`config.mk`:
```
export PLATFORM = sky130hd
export DESIGN_NAME = instr_encoder_loader
export DESIGN_NICKNAME = d
export VERILOG_FILES = /design/src/rtl/instr_encoder_loader_pkg.sv /design/src/rtl/instr_encoder_loader_format.sv /design/src/rtl/instr_encoder_loader.sv
export SDC_FILE = /design/constraint.sdc
export NUM_CORES = 1
export LEC_CHECK = 0
export ABC_AREA = 1
export BUFFER_PORTS_ARGS = -buffer_cell sky130_fd_sc_hd__buf_2
export CORE_MARGIN = 2
export CORE_UTILIZATION = 51
export DETAILED_ROUTE_END_ITERATION = 10
export GPL_ROUTABILITY_DRIVEN = 0
export GPL_TIMING_DRIVEN = 0
export HOLD_SLACK_MARGIN = 0.06
export PLACE_DENSITY = 0.72
export SYNTH_ARGS = -nofsm -noshare
export SYNTH_HDL_FRONTEND = slang
export SYNTH_SLANG_ARGS = --single-unit
```
`constraint.sdc`:
```
create_clock -name clk -period 2.8 [get_ports clk]
set_input_delay 0.14 -clock clk [delete_from_list [all_inputs] [get_ports clk]]
set_output_delay 0.14 -clock clk [all_outputs]
set_load 0.03 [all_outputs]
```
`src/rtl/instr_encoder_loader_pkg.sv`:
```
// Shared RV32I encoding constants: opcodes (common with the decoder), request class codes,
// rejection codes, the NOP word and the loader FSM state type.
package instr_encoder_loader_pkg;

  localparam logic [6:0] OP_R = 7'b0110011;
  localparam logic [6:0] OP_I = 7'b0010011;
  localparam logic [6:0] OP_L = 7'b0000011;
  localparam logic [6:0] OP_S = 7'b0100011;
  localparam logic [6:0] OP_B = 7'b1100011;

  localparam logic [2:0] CLS_R = 3'd0;
  localparam logic [2:0] CLS_I = 3'd1;
  localparam logic [2:0] CLS_L = 3'd2;
  localparam logic [2:0] CLS_S = 3'd3;
  localparam logic [2:0] CLS_B = 3'd4;

  localparam logic [1:0] ERR_NONE  = 2'd0;
  localparam logic [1:0] ERR_CLASS = 2'd1;
  localparam logic [1:0] ERR_B_ODD = 2'd2;
  localparam logic [1:0] ERR_L_F3  = 2'd3;

  localparam logic [31:0] NOP_WORD = 32'h0000_0013;

  typedef enum logic [1:0] {
    S_IDLE   = 2'd0,
    S_ENCODE = 2'd1,
    S_WRITE  = 2'd2
  } enc_state_e;

endpackage

```
`src/rtl/instr_encoder_loader_format.sv`:
```
// Purely combinational field-to-word packer for RV32I R/I/L/S/B classes.
// Unknown classes produce the canonical NOP (addi x0, x0, 0).
module instr_encoder_loader_format
  import instr_encoder_loader_pkg::*;
(
  input  logic [2:0]  cls,
  input  logic [2:0]  funct3,
  input  logic        funct7b5,
  input  logic [4:0]  rd,
  input  logic [4:0]  rs1,
  input  logic [4:0]  rs2,
  input  logic [12:0] imm,
  output logic [31:0] word
);

  always_comb begin
    word = NOP_WORD;
    case (cls)
      CLS_R: word = {1'b0, funct7b5, 5'b0, rs2, rs1, funct3, rd, OP_R};
      CLS_I: begin
        // Shift-immediates carry funct7 in imm[11:5]; only shamt comes from imm.
        if (funct3 == 3'b001 || funct3 == 3'b101)
          word = {1'b0, funct7b5, 5'b0, imm[4:0], rs1, funct3, rd, OP_I};
        else
          word = {imm[11:0], rs1, funct3, rd, OP_I};
      end
      CLS_L: word = {imm[11:0], rs1, funct3, rd, OP_L};
      CLS_S: word = {imm[11:5], rs2, rs1, funct3, imm[4:0], OP_S};
      CLS_B: word = {imm[12], imm[10:5], rs2, rs1, funct3, imm[4:1], imm[11], OP_B};
      default: word = NOP_WORD;
    endcase
  end

endmodule

```
`src/rtl/instr_encoder_loader.sv`:
```
// Program loader: encodes valid/ready requests into RV32I words and writes them to imem at an
// auto-incrementing address. Define ENCODER_CHECK_EN to reject malformed requests via errValid/errCode.
module instr_encoder_loader
  import instr_encoder_loader_pkg::*;
#(
  parameter int ADDR_W    = 8,
  parameter int BASE_ADDR = 0
) (
  input  logic              clk,
  input  logic              reset,
  input  logic              clear,
  input  logic              reqValid,
  output logic              reqReady,
  input  logic [2:0]        reqClass,
  input  logic [2:0]        reqFunct3,
  input  logic              reqFunct7b5,
  input  logic [4:0]        rd,
  input  logic [4:0]        rs1,
  input  logic [4:0]        rs2,
  input  logic [12:0]       imm,
  output logic              imemWe,
  output logic [ADDR_W-1:0] imemAddr,
  output logic [31:0]       imemData,
  output logic [ADDR_W:0]   wordCount,
  output logic              full,
  output logic              errValid,
  output logic [1:0]        errCode,
  output logic [1:0]        state_dbg
);

  // Handshake: a request transfers on a rising edge where reqValid && reqReady; the requester
  // holds its fields stable while reqValid is high and reqReady is low.

  localparam int unsigned CAP = 2 ** ADDR_W;
  localparam logic [ADDR_W-1:0] BASE = BASE_ADDR[ADDR_W-1:0];

  enc_state_e state, next;
  logic [2:0]        cls_q, f3_q;
  logic              f7_q;
  logic [4:0]        rd_q, rs1_q, rs2_q;
  logic [12:0]       imm_q;
  logic [31:0]       word;
  logic [ADDR_W-1:0] ptr;
  logic              clr_pend;
  logic              accept;
  logic [1:0]        chk_code;
  logic              chk_err;

  assign full      = (wordCount == CAP[ADDR_W:0]);
  assign reqReady  = (state == S_IDLE) && !full && !clear;
  assign accept    = reqValid && reqReady;
  assign imemWe    = (state == S_WRITE);
  assign state_dbg = state;
  assign chk_err   = (chk_code != ERR_NONE);

  instr_encoder_loader_format u_format (
    .cls      (cls_q),
    .funct3   (f3_q),
    .funct7b5 (f7_q),
    .rd       (rd_q),
    .rs1      (rs1_q),
    .rs2      (rs2_q),
    .imm      (imm_q),
    .word     (word)
  );

`ifdef ENCODER_CHECK_EN
  always_comb begin
    chk_code = ERR_NONE;
    if (cls_q > CLS_B)
      chk_code = ERR_CLASS;
    else if (cls_q == CLS_B && imm_q[0])
      chk_code = ERR_B_ODD;
    else if (cls_q == CLS_L && (f3_q == 3'd3 || f3_q == 3'd6 || f3_q == 3'd7))
      chk_code = ERR_L_F3;
  end

  always_ff @(posedge clk or posedge reset) begin
    if (reset) begin
      errValid <= 1'b0;
      errCode  <= ERR_NONE;
    end else begin
      errValid <= (state == S_ENCODE) && chk_err;
      errCode  <= (state == S_ENCODE) ? chk_code : ERR_NONE;
    end
  end
`else
  assign chk_code = ERR_NONE;
  assign errValid = 1'b0;
  assign errCode  = ERR_NONE;
`endif

  always_comb begin
    next = state;
    case (state)
      S_IDLE:   if (accept) next = S_ENCODE;
      S_ENCODE: next = chk_err ? S_IDLE : S_WRITE;
      S_WRITE:  next = S_IDLE;
      default:  next = S_IDLE;
    endcase
  end

  always_ff @(posedge clk or posedge reset) begin
    if (reset) state <= S_IDLE;
    else       state <= next;
  end

  always_ff @(posedge clk or posedge reset) begin
    if (reset) begin
      cls_q <= '0;
      f3_q  <= '0;
      f7_q  <= 1'b0;
      rd_q  <= '0;
      rs1_q <= '0;
      rs2_q <= '0;
      imm_q <= '0;
    end else if (accept) begin
      cls_q <= reqClass;
      f3_q  <= reqFunct3;
      f7_q  <= reqFunct7b5;
      rd_q  <= rd;
      rs1_q <= rs1;
      rs2_q <= rs2;
      imm_q <= imm;
    end
  end

  // Address/data are captured only for words that will be written, so they hold between writes.
  always_ff @(posedge clk or posedge reset) begin
    if (reset) begin
      imemAddr <= BASE;
      imemData <= '0;
    end else if (state == S_ENCODE && next == S_WRITE) begin
      imemAddr <= ptr;
      imemData <= word;
    end
  end

  // A clear seen mid-operation is remembered so the in-flight word still lands first.
  always_ff @(posedge clk or posedge reset) begin
    if (reset) begin
      ptr       <= BASE;
      wordCount <= '0;
      clr_pend  <= 1'b0;
    end else begin
      clr_pend <= (state == S_ENCODE) && (next == S_WRITE) && clear;
      if (state == S_IDLE) begin
        if (clear) begin
          ptr       <= BASE;
          wordCount <= '0;
        end
      end else if (next == S_IDLE) begin
        if (clear || clr_pend) begin
          ptr       <= BASE;
          wordCount <= '0;
        end else if (state == S_WRITE) begin
          ptr       <= ptr + 1'b1;
          wordCount <= wordCount + 1'b1;
        end
      end
    end
  end

endmodule

```
# [Word-level counts from Yosys, hierarchy flattened]
# Cells that the tools add are included.
[word_totals] ff_bits=95
[classes] n_reduce_logical=15 n_eq_ne=11 muxes=14 addsub=2
[ops] op="32-bit one-hot mux with 5 select lines" count=1
[ops] op="9-bit 2-to-1 mux" count=5
[ops] op="8-bit 2-to-1 mux" count=5
[ops] op="32-bit 2-to-1 mux" count=1
[ops] op="9-bit by 1-bit adder with 9-bit output, second input constant" count=1
[ops] op="9-bit equality test, second input constant" count=1
[ops] op="8-bit by 1-bit adder with 8-bit output, second input constant" count=1
[ops] op="3-bit by 1-bit equality test with 1-bit output, second input constant" count=2
[ops] op="3-bit by 2-bit equality test with 1-bit output, second input constant" count=2
[ops] op="3-bit equality test, second input constant" count=2
[ops] op="1-bit logical AND" count=5
[ops] op="2-bit equality test, second input constant" count=2
[ops] op="2-bit zero test" count=2
[ops] op="2-bit one-hot mux with 2 select lines" count=1
[ops] op="3-bit zero test" count=1
[ops] op="3-bit AND reduction" count=1
[ops] op="3-bit nonzero test" count=1
[ops] op="2-bit by 1-bit equality test with 1-bit output, second input constant" count=1
[ops] op="1-bit zero test" count=2
[ops] op="1-bit logical OR" count=2
[ops] op="2-bit 2-to-1 mux" count=1
[ops] op="2-bit inequality test, second input constant" count=1
[ops] op="2-bit nonzero test" count=1

# [Depth between registers and ports, before layout]
[depth] word_depth=10 ltp_mapped=9 mapped_depth_nobuf=9

# [Hierarchy]
# From an unflattened synthesis, not the netlist that was laid out.
[hier_totals] cells_unflattened=589 area_unflattened_um2=4525.6
[by_module_without_submodules] module="instr_encoder_loader" area_per_inst_um2=4090.2 cells_each=490 n_inst=1 seq_area_each_um2=2377.3
[by_module_without_submodules] module="instr_encoder_loader_format" area_per_inst_um2=435.4 cells_each=99 n_inst=1 seq_area_each_um2=0.0

# [Least setup slack after synthesis]
# No wires, ideal clock.
[synth_path] path_type="reg2out" start="reg wordCount[0]" end="out reqReady" path_buffers=2 path_stages_with_launch=10 path_slack_ns=1.046 t_arrival_ns=1.614 cell_sequence="dfrtp_1 inv_1 ha_1 nand2_1 nor2_1 nand2_1 buf_2 buf_2 nand2_1 inv_1"
[synth_via] elab_chain_len=4
[synth_rtl] item="from (decl)" line_no="instr_encoder_loader.sv:24" text="output logic [ADDR_W:0] wordCount,"
[synth_rtl] item="from (signal assigned)" line_no="instr_encoder_loader.sv:158" text="wordCount <= wordCount + 1'b1;"
[synth_rtl] item="9-bit equality test" line_no="instr_encoder_loader.sv:49" text="assign full = (wordCount == CAP[ADDR_W:0]);"
[synth_rtl] item="1-bit zero test" line_no="instr_encoder_loader.sv:50" text="assign reqReady = (state == S_IDLE) && !full && !clear;"
[synth_rtl] item="1-bit logical AND (2 in a row)" line_no="instr_encoder_loader.sv:50"
[synth_rtl] item="to (decl)" line_no="instr_encoder_loader.sv:13" text="output logic reqReady,"
# Every way passes these cells.

# [Final worst setup path]
# Ends and elaborated chain as after synthesis.

==> out/metrics.cfg <==
[status]
outcome=completed

[global_route]
grt_overflow_total=0
grt_start_max_net_pins=67
track_usage_pct=25.2
grt_busiest_layer=met2
grt_pass1_vias=3733
grtUsageMet1_pct=32.6
grt_pass1_wl_um=17500
antenna_found_initial=0
grt_use_met2_pct=42.6
use_met3_pct=3.91

[setup_path]
slowest_stage=dfrtp_1
cp_slowest_stage_delay_ns=0.40
start_kind=flip-flop
r2r_start=wordCount[0]
r2r_setup_slack_ns=1.09
startpoint=wordCount[0]
worstPathRequired_ns=2.66
worstPathArrival_ns=2.10
critical_path_class=reg -> out
critPathTopFamily=buffers and inverters
r2r-end=rd_q[0]
r2r_cells=9
cp-end-kind=output port
crit_buf_inv=5
cp_max_fo=10
path_cells=inv_1, ha_1, nand2_1, nor2_1, nand2_1, buf_2, buf_2, nand2_1, inv_1, buf_2

[sta]
skew_ns=0.00872
min_period_ns=2.24
worst_slew_pin_slew_ns=0.600
period_share_pct=80.1
final-max-slew-violation-count=0
hold_viol=0
clock.fmax_mhz=446
relSlewSlack_pct=60.0
grt_setup_unrepaired=false
setup_viol=0
setup_tns_ns=0

[synth]
synth_edf_count=0
synth.most_common_cell=nand2_1
netlist_instances=509
syn_area_per_cell_sq_um=8.24
netlist_top_cells_count=nand2_1 (201), dfrtp_1 (92), inv_1 (40)
yosysUniqueCellTypes=29
ys.flop_type=dfrtp_1
synth_top_cell_by_area=dfrtp_1
yosys_warnings=0
netlist.area_leader.share_pct=54.9
synth-seq-cells=92
ys_async_sr_fraction_pct=100
synthTopCellsByArea=dfrtp_1 (55%), nand2_1 (18%), nand4_1 (5.7%)
synthesis.area_sq_um=4200
ys_seq_area_share_pct=54.9

[floorplan]
initial_core_util_pct=51.8
chipWidth_um=94.7
ios=96
placementRows=33
fp.dieH_um=94.7
core_sq_um=8090
die_area_sq_um=8970

[pwr]
vdd_drop_max_mv=0.524
leakage_nw=2.99
power.density_nw_per_um2=705
power.total_mw=3.76

[clock_tree]
clk_pin_slew_worst_paths_ns=0.08
cts_setup_buffers=0
worstSkewPairLatency_ns=0.35
cts_tree=yes
clock_sinks=92
cts-root-buf=clkbuf_8
clockBufferDepth=2
cts_buffers=9
cts_max_level=3

[drt]
ant_nets=0
drc_errors=0
via_count=3846
first_iter_violations=212
vias_per_cell=5.09
wl_um=10600
dr.pass1.iters=5
post_drt_wl_per_cell_um=14.1

[finish]
layout-drive-gt1-share_pct=21.1
nets=690
fillers=715
diodes=0
area_growth_pct=27.2

[place]
dpl.hpwl_um=7400
io_buffers=89

[job]
cap_violations=0

[worst_hold_path]
hold_path_end=imm_q[4]
hold_depth=3
hold_start=imm[4]
hold_class=in -> reg

## cells by family (layout without fill, tap and decap cells)
logic type	after synthesis	in the layout	synth area share [%]
fa+ha+maj	3	3	0.895
other cells	1	5	0.0894
compound gates	48	48	6.77
buf+inv	73	210	7.61
simple gates	292	292	29.8
flops	92	92	54.9
## power breakdown
part           internal, mW  switching [mW]  total, mW
Sequential             1.59           0.191       1.78
Clock                 0.423           0.433      0.857
Combinational         0.366           0.763       1.13
Total                  2.38            1.39       3.76
## cell type report
type | instances | area [sq um] | area share [%]
Clock buffer | 11 | 141 | 2.65
Multi-Input combinational cell | 348 | 1590 | 29.8
Buffer | 28 | 150 | 2.81
Clock inverter | 2 | 37.5 | 0.703
Inverter | 45 | 171 | 3.21
Sequential cell | 92 | 2300 | 43.1
Timing Repair Buffer | 124 | 813 | 15.2
Tap cell | 105 | 131 | 2.46
## layer usage
| layer | up-vias | part of all wire, % |
|---|---|---|
| li1 | 1915 | - |
| met1 | 1777 | 44 |
| met2 | 138 | 48 |
| met3 | 16 | 5.6 |
| met4 | 0 | 1.9 |
| met5 | - | 0 |
## how the worst max path moves through the flow
stage | cells past startpoint | slack [ns] | end
floorplan | 1 | 0.27 | clr_pend
global placement | 2 | -0.70 | rs2_q[1]
detailed placement | 10 | 0.98 | reqReady
CTS | 10 | 0.59 | reqReady
global route | 10 | 0.39 | reqReady
finish | 10 | 0.56 | reqReady
## state kept, by name (all words and copies together), names as in the netlist
| signal | flops |
|---|---|
| clr_pend | 1 |
| cls_q | 3 |
| f3_q | 3 |
| f7_q | 1 |
| imemAddr | 8 |
| imemData | 29 |
| imm_q | 13 |
| ptr | 8 |
| rd_q | 5 |
| rs1_q | 5 |
| rs2_q | 5 |
| state_dbg | 2 |
| wordCount | 9 |
## tightest hold or removal path, stage by stage
cell and delay [ns]:
buf_2 0.10, nand4_1 0.10, nand2_1 0.05
## cell usage in the layout (no fill, tap or decap), types with 2 or more instances in the layout
master / instances
o21ai_0: 26
inv_1: 39
clkbuf_1: 7
buf_4: 8
a21oi_1: 8
nor2_1: 23
conb_1: 5
buf_1: 2
clkbuf_8: 10
dlygate4sd3_1: 34
dfrtp_1: 92
inv_2: 5
nand3_1: 21
o21ai_1: 2
nand4_1: 38
nand2_1: 201
nand2_2: 3
ha_1: 3
buf_2: 101
a22o_1: 7
## stage by stage
stage	area, sq um	setup WS, ns	cells	util (%)	hold slack (ns)
4_1_cts	5340	0.588	755	65.9	0.0610
3_5_place_dp	4820	0.978	708	59.5	0.156
2_1_floorplan	4210	0.268	513	-	0.288
6_report	5340	0.558	755	65.9	0.0739
5_1_grt	5340	0.390	755	65.9	0.0640
3_3_place_gp	4790	-0.700	707	59.2	0.386
## timing repair
action,in CTS,in global routing
gates resized for setup,0,0
endpoints found under the hold margin,59,0
endpoints found under the setup margin,0,0
hold buffers,34,0
(Power assumes the default switching activity.)
